**config.mk**
```make
export PLATFORM = sky130hd
export DESIGN_NAME = rv_enq_fifo
export DESIGN_NICKNAME = d
export VERILOG_FILES = /design/src/rtl/rv_enq_fifo.sv
export SDC_FILE = /design/constraint.sdc
export NUM_CORES = 1
export LEC_CHECK = 0
export CELL_PAD_IN_SITES_DETAIL_PLACEMENT = 0
export CELL_PAD_IN_SITES_GLOBAL_PLACEMENT = 1
export CORE_MARGIN = 10
export CORE_UTILIZATION = 45
export CTS_BUF_LIST = sky130_fd_sc_hd__clkbuf_4
export DETAILED_ROUTE_END_ITERATION = 8
export PLACE_DENSITY = 0.79
export SYNTH_ARGS = -nofsm -noshare
export SYNTH_HDL_FRONTEND = slang
export SYNTH_SLANG_ARGS = --single-unit
```
**constraint.sdc**
```tcl
create_clock -name CLK -period 2.7 [get_ports CLK]
set_input_delay 0.54 -clock CLK [delete_from_list [all_inputs] [get_ports CLK]]
set_output_delay 0.54 -clock CLK [all_outputs]
set_load 0.03 [all_outputs]
```
**src/rtl/rv_enq_fifo.sv**
```systemverilog
// rv_enq_fifo: ready/valid FIFO with registered outputs and no bypass path,
// buffering producer items while the downstream consumer stalls.
module rv_enq_fifo #(
    parameter int WIDTH = 5,
    parameter int DEPTH = 4
) (
    input  logic                     CLK,
    input  logic                     ASYNCRESETN,
    input  logic [WIDTH-1:0]         I_data,
    input  logic                     I_valid,
    output logic                     I_ready,
    output logic [WIDTH-1:0]         O_data,
    output logic                     O_valid,
    input  logic                     O_ready,
    output logic [$clog2(DEPTH):0]   count
);
    localparam int AW = $clog2(DEPTH);
    localparam int CW = AW + 1;
    logic [WIDTH-1:0] mem [DEPTH];
    logic [AW-1:0]    wp, rp;
    logic [CW-1:0]    cnt;
    logic             enq, deq;
    // Handshake flags derive from registered state only, so no input-to-output paths exist.
    assign I_ready = cnt != CW'(DEPTH);
    assign O_valid = cnt != '0;
    assign O_data  = mem[rp];
    assign count   = cnt;
    assign enq     = I_valid && I_ready;
    assign deq     = O_valid && O_ready;
    always_ff @(posedge CLK or negedge ASYNCRESETN) begin
        if (!ASYNCRESETN) begin
            wp  <= '0;
            rp  <= '0;
            cnt <= '0;
            for (int i = 0; i < DEPTH; i++) mem[i] <= '0;
        end else begin
            if (enq) begin
                mem[wp] <= I_data;
                wp      <= wp + AW'(1);
            end
            if (deq) rp <= rp + AW'(1);
            cnt <= cnt + CW'(enq) - CW'(deq);
        end
    end
endmodule

```
==> flow_summary.toml <==
[detailed_routing]
via_per_inst = 6.204
dr.pass1.iters = 4
vias = 1371
drt_iter0_markers = 143
drt_wl_total_microns = 4437
ant_nets = 0
wl_per_cell_microns = 20.08
drcViolationCount = 0

[placed_design]
gp_congestion = 0.7575
numPortBuffers = 18
detailedPlacementHpwl_microns = 2861

[setup_path]
crit_required_ns = 2.16
arrival_ns = 2.04
worstSetupEndpointType = "primary output"
critPathKind = "flop to primary output"
crit_fanout = 7
start_kind = "flop"
reg2reg_slack_ns = 0.49

[synthesis]
yosysMostFrequentCell = "dfrtp_1"
synth_seq_cells = 27
synth_area_leaders = "dfrtp_1 37%, nand4bb_1 14%, a21bo_2 11%, o211ai_1 9.0%, mux4_2 6.1%"
synth_top_cell_by_area = "dfrtp_1"
ys_warn_count = 0
synth_enable_flop_cells = 0
syn_nets = 177
syn_area_per_cell_sq_um = 11.39
ys_top_cells_by_count = "27 x dfrtp_1, 22 x nand4bb_1, 22 x o211ai_1"
synth_top_area_share_pct = 36.86
syn_inst = 161
synth_cell_types = 22
yosysSeqAreaShare_pct = 36.86
synthArstFlopShare_pct = 100.0
syn_area_sq_um = 1833
synth-main-ff-cell = "dfrtp_1"

[sta]
drv_slew = 0
rsz0062_at_grt = "false"
final.setup.tns_ns = 0
relSlewSlack_pct = 69.76
fin_worst_skew_ns = 0.002903
fin_crit_ns = 2.582
finalCritPeriodShare_pct = 95.63
finalHoldViolCount = 0
worst_pin_slew_ns = 0.4537
finalSetupViolCount = 0
max_freq_mhz = 387.3
timing.hold.ws_ns = 0.5674

[global_routing]
grt_overflow = 0
grt_pass1_vias = 1439
grt_max_degree = 45
antenna_found_initial = 0
grt_pass1_wl_microns = 7465
grt_usage_pct = 12.50

[clock_tree]
cts_hold_buf = 0
clock_latency_ns = 0.32
clk_pin_slew_ns = 0.15
clock_path_buffers = 2
cts_tree = "done"
cts_buffers = 3
cts_sinks = 27
root_buffer = "clkbuf_4"
cts_setup_buffers = 0
cts_htree_levels = 1

[floorplanning]
num_rows = 23
floorplan.initialDensity_pct = 46.16
ios = 19
die-area_sq_um = 7026
die_h_microns = 83.82
die_w_microns = 83.82
fp.coreArea_sq_um = 3971

[cells_and_area]
antenna_cells = 0
layout-drive-gt1-share_pct = 24.56
layout.nets = 188
fin_util_pct = 51.95
synthToLayoutAreaGrowth_pct = 12.56

[pwr]
irDropWorstVdd_mv = 0.5371
p_leak_nw = 0.7653
power.density_nw_per_um2 = 1353
power.total_mw = 2.791

[run_status]
outcome = "finished, final reports clean"

[job]
drv_cap = 0

[hold_path]
hold_path.class = "input port to async pin"
logic make-up (layout without fill, tap and decap cells):
| family | after synthesis | in the layout | synth area share (%) |
|---|---|---|---|
| AO/OA/AOI/OAI | 44 | 44 | 21.37 |
| AND/OR/NAND/NOR | 49 | 49 | 21.98 |
| flip-flops | 27 | 27 | 36.86 |
| XOR/XNOR | 4 | 4 | 1.912 |
| multiplexers | 5 | 5 | 6.143 |
| buffers and inverters | 25 | 35 | 6.553 |
| adder cells (fa/ha/maj) | 7 | 7 | 5.188 |
layout make-up:
type                    count  area (sq um)
clock buffers               4         30.03
inverters                   6         22.52
multi-input cells         109          1037
well taps                  50         62.56
fillers                   353          1908
repair buffers             25         232.7
flip-flops and latches     27         678.2
path summary, 6_finish.rpt:
kind                              from         to  depth (start not counted)
min in group CLK               mem[17]    mem[17]                          2
hold / removal             ASYNCRESETN    mem[15]                          2
setup reg to reg              count[1]   count[2]                          8
hold reg to reg                mem[17]    mem[17]                          2
max in group asynchronous  ASYNCRESETN   count[0]                          2
setup / recovery                 rp[0]  O_data[0]                          2
repair_timing:
action	CTS	global route
hold endpoints to repair	0	0
endpoints found under the setup margin	5	1
cloned	0	0
resized for setup	1	1
routing by layer:
layer | GRT usage, % | share of wire (%)
met1 | 16.09 | 46
met2 | 21.25 | 49
met5 | 0 | 0
met4 | 2.740 | 0.43
met3 | 1.953 | 4.5
state kept, by name (all words and copies together) (netlist names):
name,cells
count,3
mem,20
rp,2
wp,2
where the power goes:
part           internal (mW)  switching, mW  total (mW)
registers              0.623          0.261       0.884
logic                  0.896          0.817        1.71
clock network         0.0679          0.126       0.193
total                   1.59           1.20        2.79
worst max-delay path: stages, from the launching register on:
cell and delay [ns]:
dfrtp_2 0.56, mux4_2 0.54, clkdlybuf4s50_1 0.61
cells in the final DEF, fill, tap and decap left out, drive strengths merged, types with 3 or more instances in the layout:
| cell | synthesis | final |
|---|---|---|
| a21bo | 20 | 20 |
| nand3 | 20 | 20 |
| o211ai | 22 | 22 |
| nand4bb | 22 | 22 |
| clkdlybuf4s50 | 0 | 18 |
| xnor2 | 3 | 3 |
| buf | 11 | 7 |
| clkbuf | 8 | 4 |
| inv | 6 | 6 |
| mux4 | 5 | 5 |
| dfrtp | 27 | 27 |
| nand2b | 4 | 4 |
| ha | 6 | 6 |
metrics by stage:
step	std cells	instance area (sq um)	worst slack [ns]
after floorplan	161	1833	0.3214
after detailed placement	217	2031	0.2294
after CTS	221	2062	0.03035
after global routing	221	2063	0.01721
final	221	2063	0.1181
after global placement	217	2031	0.2924
(Power assumes the default switching activity.)
